### src/rtl/signed_updown_bounded_counter.sv
// Signed up/down counter with programmable step, synchronous load and
// compile-time bounds; wraps or saturates at a bound under run-time control.
module signed_updown_bounded_counter #(
  parameter int WIDTH = 4,
  parameter int SW    = 2,
  parameter int CMIN  = -8,
  parameter int CMAX  = 7
) (
  input  logic                    C,
  input  logic                    CLR,
  input  logic                    CE,
  input  logic                    UP,
  input  logic [SW-1:0]           STEP,
  input  logic                    SAT,
  input  logic                    LD,
  input  logic signed [WIDTH-1:0] D,
  input  logic                    FCLR,
  output logic signed [WIDTH-1:0] Q,
  output logic                    EVT,
  output logic                    OVF,
  output logic                    UDF
);

  // Extended width holds Q +/- STEP without intermediate overflow.
  localparam int EW = WIDTH + SW + 1;

  typedef logic signed [EW-1:0]    ext_t;
  typedef logic signed [WIDTH-1:0] cnt_t;

  localparam ext_t MIN_E = ext_t'(CMIN);
  localparam ext_t MAX_E = ext_t'(CMAX);
  localparam ext_t RNG_E = ext_t'(CMAX - CMIN + 1);
  localparam cnt_t RST_Q = cnt_t'(((CMIN <= 0) && (CMAX >= 0)) ? 0 : CMIN);

  cnt_t q_q, q_d;
  logic evt_q, evt_d;
  logic ovf_q, ovf_d;
  logic udf_q, udf_d;

  ext_t q_ext, step_ext, d_ext, n_ext;

  always_comb begin
    // NOTE: every output of this block gets a default first, so no path
    // through the if/else tree can leave a value unassigned and infer a latch.
    q_ext    = ext_t'(q_q);
    step_ext = ext_t'(STEP);
    d_ext    = ext_t'(D);
    n_ext    = UP ? (q_ext + step_ext) : (q_ext - step_ext);

    q_d   = q_q;
    evt_d = 1'b0;
    ovf_d = ovf_q & ~FCLR;
    udf_d = udf_q & ~FCLR;

    if (LD) begin
      if (d_ext > MAX_E)      q_d = cnt_t'(MAX_E);
      else if (d_ext < MIN_E) q_d = cnt_t'(MIN_E);
      else                    q_d = D;
    end else if (CE) begin
      if (n_ext > MAX_E) begin
        q_d   = SAT ? cnt_t'(MAX_E) : cnt_t'(n_ext - RNG_E);
        evt_d = 1'b1;
        ovf_d = 1'b1;
      end else if (n_ext < MIN_E) begin
        q_d   = SAT ? cnt_t'(MIN_E) : cnt_t'(n_ext + RNG_E);
        evt_d = 1'b1;
        udf_d = 1'b1;
      end else begin
        q_d = cnt_t'(n_ext);
      end
    end
  end

  // NOTE: sequential state uses non-blocking assignments so every flop
  // samples the pre-edge values regardless of statement order.
  always_ff @(posedge C or posedge CLR) begin
    if (CLR) begin
      q_q   <= RST_Q;
      evt_q <= 1'b0;
      ovf_q <= 1'b0;
      udf_q <= 1'b0;
    end else begin
      q_q   <= q_d;
      evt_q <= evt_d;
      ovf_q <= ovf_d;
      udf_q <= udf_d;
    end
  end

  assign Q   = q_q;
  assign EVT = evt_q;
  assign OVF = ovf_q;
  assign UDF = udf_q;

endmodule

### config.mk
export PLATFORM = sky130hd
export DESIGN_NAME = signed_updown_bounded_counter
export DESIGN_NICKNAME = d
export VERILOG_FILES = /design/src/rtl/signed_updown_bounded_counter.sv
export SDC_FILE = /design/constraint.sdc
export NUM_CORES = 1
export LEC_CHECK = 0
export CORE_MARGIN = 8
export CORE_UTILIZATION = 29
export CTS_BUF_LIST = sky130_fd_sc_hd__clkbuf_8
export CTS_CLUSTER_DIAMETER = 60
export DETAILED_ROUTE_END_ITERATION = 6
export GPL_TIMING_DRIVEN = 0
export MAX_ROUTING_LAYER = met4
export SYNTH_ARGS = -nofsm -noshare
export SYNTH_HDL_FRONTEND = slang
export SYNTH_SLANG_ARGS = --single-unit
### constraint.sdc
create_clock -name C -period 1.91 [get_ports C]
set_input_delay 0.382 -clock C [delete_from_list [all_inputs] [get_ports C]]
set_output_delay 0.382 -clock C [all_outputs]
set_load 0.05 [all_outputs]
==> results.md <==
- The final sum of negative setup slack is 0 ns.
- The average cell area after synthesis is 8.81 um^2.
- Buffers inserted during clock tree synthesis total 3.
- For the worst setup path, the data required time is 2.05 ns.
- The clock skew after layout is 0.00452 ns.
- Sequential cells account for 19.9% of the total power.
- The worst setup margin is 0.0477 ns.
- The number of placed instances, taps included, is 120.
- The placement row count is 17.
- Excluding fillers, the count of instances in the completed layout stands at 126.
- The maximum ir drop on the vdd rail is 0.575 mV.
- The critical path's slowest cell is mux2_4.
- The sequential fraction of the synthesis area is 26.9%.
- The post-CTS clock slew at the launch and capture registers of the worst setup and hold paths is 0.04 ns.
- The clock insertion delay at the later pin of the skew report is 0.23 ns.
- The leakage component of the power is roughly 0.44 nW.
- The count of fill cells added during filler insertion is 217.
- The cell area that synthesis handed to floorplanning was 652 um^2.
- The number of warning messages in the yosys log is 0.
- After detailed routing, the number of remaining DRC violations is 0.
- Cell internal power was estimated by the tool at 0.599 mW.
- The flip-flop and latch count after synthesis is 7.
- The final net count is 118.
- Along the worst path, the maximum fanout reaches 6.
- Based on the critical path, the design can be clocked at up to 537 MHz.
- Net switching is 42.1% of the power.
- TritonCTS built the clock tree.
- The run finished with clean final reports.
- The cell at the root of the clock tree is clkbuf_8.
- The initial DRC count is 4.
- The library cell appearing most often on the critical path is ha_4.
- The worst setup path is launched from an input pin.
- The average routed wire per standard cell is 14.6 um.
- The clock period could shrink to between 1.5 and 2 ns.
- The initial antenna violation count came to 0.
- Once detailed placement completed, the half-perimeter wirelength came to 1450 um.
- The placed instances occupy a cell area of 933 um^2.
- The library cells used most frequently in the layout, excluding fill and tap cells, are clkdlybuf4s50_1 (15), inv_1 (8), dfrtp_1 (4).
- The core utilization of the finished layout is 50.1%.
- Across every metal layer, demand over resource in global routing totals around a tenth.
- The number of hold buffers added after cts is 0.
- The total power divided by cell area is 952 nW/um^2.
- Setup repair after global routing could not meet its margin everywhere.
- Traced cell by cell, the critical path runs through buf_8 > inv_4 > ha_4 > mux2_4 > ha_4 > nand3_4 > and3_4 > or2_4 > o31ai_4.
- Counting every net in the synthesized netlist gives 93.
- The final design area excluding fillers is between 1000 and 1500 um^2.
- At the placement stage, the worst setup path has a slack of -0.896 ns.
- The detailed-route via count is 633.
- The total count of max-transition violations in the final report came to 0.
- The share of total power in the clock network is approximately a fifth.
- The number of global-route vias before repair is 733.
- The congestion estimate from routability-driven global placement came to 0.877.
- The leftover overflow at the end of global routing is 0.
- The post-synthesis cell type count is 32.
- The tool flagged a number of max-cap violations equal to 0.
- No sink is reached through more buffers than the 2 on the longest clock path.
- The die is 63.4 um tall.
- The critical path class is in2reg.
- The die footprint is 4020 um^2.
- Among cell families on the critical path, the largest total delay comes from simple AND/OR/NAND/NOR gates.
- Once the floorplan was initialized, standard cells occupied between 30 and 40% of the core.
- The final-report setup violation count is 0.
- STA classifies the critical path endpoint as a flip-flop.
- Input and output buffers added on the ports amount to 18.
- Headroom to the max-slew limit came out at 66.5%.
- The period utilization is 97.5%.
- For the pin with the worst max-slew slack, the measured transition is 0.501 ns.
- From synthesis to final layout, the design area changed by 66.6%.
- The final layout contains routed wiring with a total length of 1840 um.
- The maximum number of pins on one net before global-route repair is 11.
- The number of antenna diodes in the final layout is 0.
- The number of search-and-repair iterations in the first detailed-routing pass is 4.
- The width of the die is 63.4 um.
- The core area is 2170 um^2.
- The critical path contains buffers and inverters numbering 2 combined.
- The classification of the worst-slack hold path is in2async.
- The cell count after synthesis is 74.
- In this run the number of H-tree levels came out at 1.
- The peak per-stage delay on the critical path is just under 0.3 ns.
- The detail-routed via count per cell is 5.02.
- The global-route wire length before repair is 3200 um.
- The leading cell type in the layout, fill and taps excluded is clkdlybuf4s50_1.
- Cells with a size suffix above 1 make up between 40 and 50% of the layout.
- Data on the critical path arrives at its endpoint at 2.00 ns.
- The analysis attributes to net switching a power of 0.435 mW.
- The number of top-level pins is 20.
- The number of clock sinks is 7.
- The remaining antenna violation count after routing is 0.
- The final hold violation count is 0.
- The share of total power in combinational logic is 59.8%.
power groups by stage:
| stage | sequential (mW) | combinational (mW) | clock, mW |
|---|---|---|---|
| finish | 0.206 | 0.618 | 0.209 |
| CTS | 0.206 | 0.590 | 0.217 |
| global placement | 0.205 | 0.522 | 0 |
| global route | 0.209 | 0.666 | 0.226 |
| detailed placement | 0.207 | 0.526 | 0 |
| floorplan | 0.302 | 0.280 | 0 |
path summary, 6_finish.rpt:
check,endpoint,depth (start not counted),startpoint,slack (ns)
worst min-delay path,EVT,2,CLR,0.38
worst max-delay path,Q[2],9,STEP[0],0.05
min in group C,UDF,2,UDF,0.53
worst max register to register,Q[0],5,Q[3],0.08
max in group asynchronous,Q[3],2,CLR,1.30
worst min register to register,UDF,2,UDF,0.53
cells by family after synthesis:
logic type,Yosys count,share of synthesized area (%)
and+or+nand+nor,23,21.9
AOI/OAI and AO/OA,23,27.6
adders and majority gates,6,12.7
buffers and inverters,13,7.87
DFF,7,26.9
muxes,1,1.73
xor gates and xnor gates,1,1.34
synthesized netlist by cell type:
| master | instances | area [um^2] |
|---|---|---|
| nor2b_1 | 1 | 6.26 |
| nand2b_1 | 2 | 12.5 |
| nor2_1 | 4 | 15.0 |
| or3b_4 | 1 | 11.3 |
| o21ai_0 | 4 | 20.0 |
| and2b_2 | 2 | 17.5 |
| xor2_1 | 1 | 8.76 |
| nor3b_1 | 4 | 30.0 |
| a211oi_1 | 1 | 7.51 |
| nor3_1 | 2 | 10.0 |
| mux2_2 | 1 | 11.3 |
| o31ai_4 | 1 | 21.3 |
| o31a_2 | 2 | 20.0 |
| fa_1 | 1 | 20.0 |
| or2_1 | 1 | 6.26 |
| nand3b_1 | 2 | 15.0 |
| o21a_1 | 1 | 7.51 |
| a31o_1 | 1 | 8.76 |
| a22o_1 | 1 | 8.76 |
| a21oi_1 | 5 | 25.0 |
| and3_1 | 1 | 6.26 |
| o22ai_1 | 1 | 6.26 |
| clkbuf_2 | 2 | 10.0 |
| ha_1 | 5 | 62.6 |
| o32ai_2 | 1 | 16.3 |
| inv_1 | 11 | 41.3 |
| dfrtp_1 | 7 | 175 |
| a21o_1 | 2 | 15.0 |
| o32ai_1 | 1 | 8.76 |
| o31ai_1 | 2 | 15.0 |
| nand3_1 | 1 | 5.00 |
| nand2_1 | 2 | 7.51 |
per-stage QoR:
stage	total power, mW	hold slack (ns)
final	1.03	0.381
after global routing	1.10	0.433
after CTS	1.01	0.388
after detailed placement	0.732	0.519
after global placement	0.727	0.512
after floorplan	0.582	0.185
area by class of cell:
type	instances	area [um^2]	area share, %
multi-input combinational	54	557	51.3
timing repair buffer	21	208	19.1
sequential	7	179	16.5
inverter	11	56.3	5.18
clock buffer	3	41.3	3.80
tap	28	35.0	3.23
clock inverter	1	5.00	0.461
buffer	1	5.00	0.461
state kept, by name, indices dropped and copies added (netlist names):
signal,cells
EVT,1
UDF,1
Q,4
OVF,1
timing repair:
action,CTS,global route
pin swaps,9,6
endpoints found under the setup margin,7,6
setup buffers,2,1
gates resized for setup,24,11
metal layers:
metal  vias up  global-route usage, %  part of all wire [%]
met5         -                      -                     0
met4         0                   4.18                   1.4
met3         3                   2.47                   4.1
met2        15                   17.2                    50
met1       301                   10.8                    44
li1        314                      -                     -
Note: power is estimated with default switching activity, not from simulation.
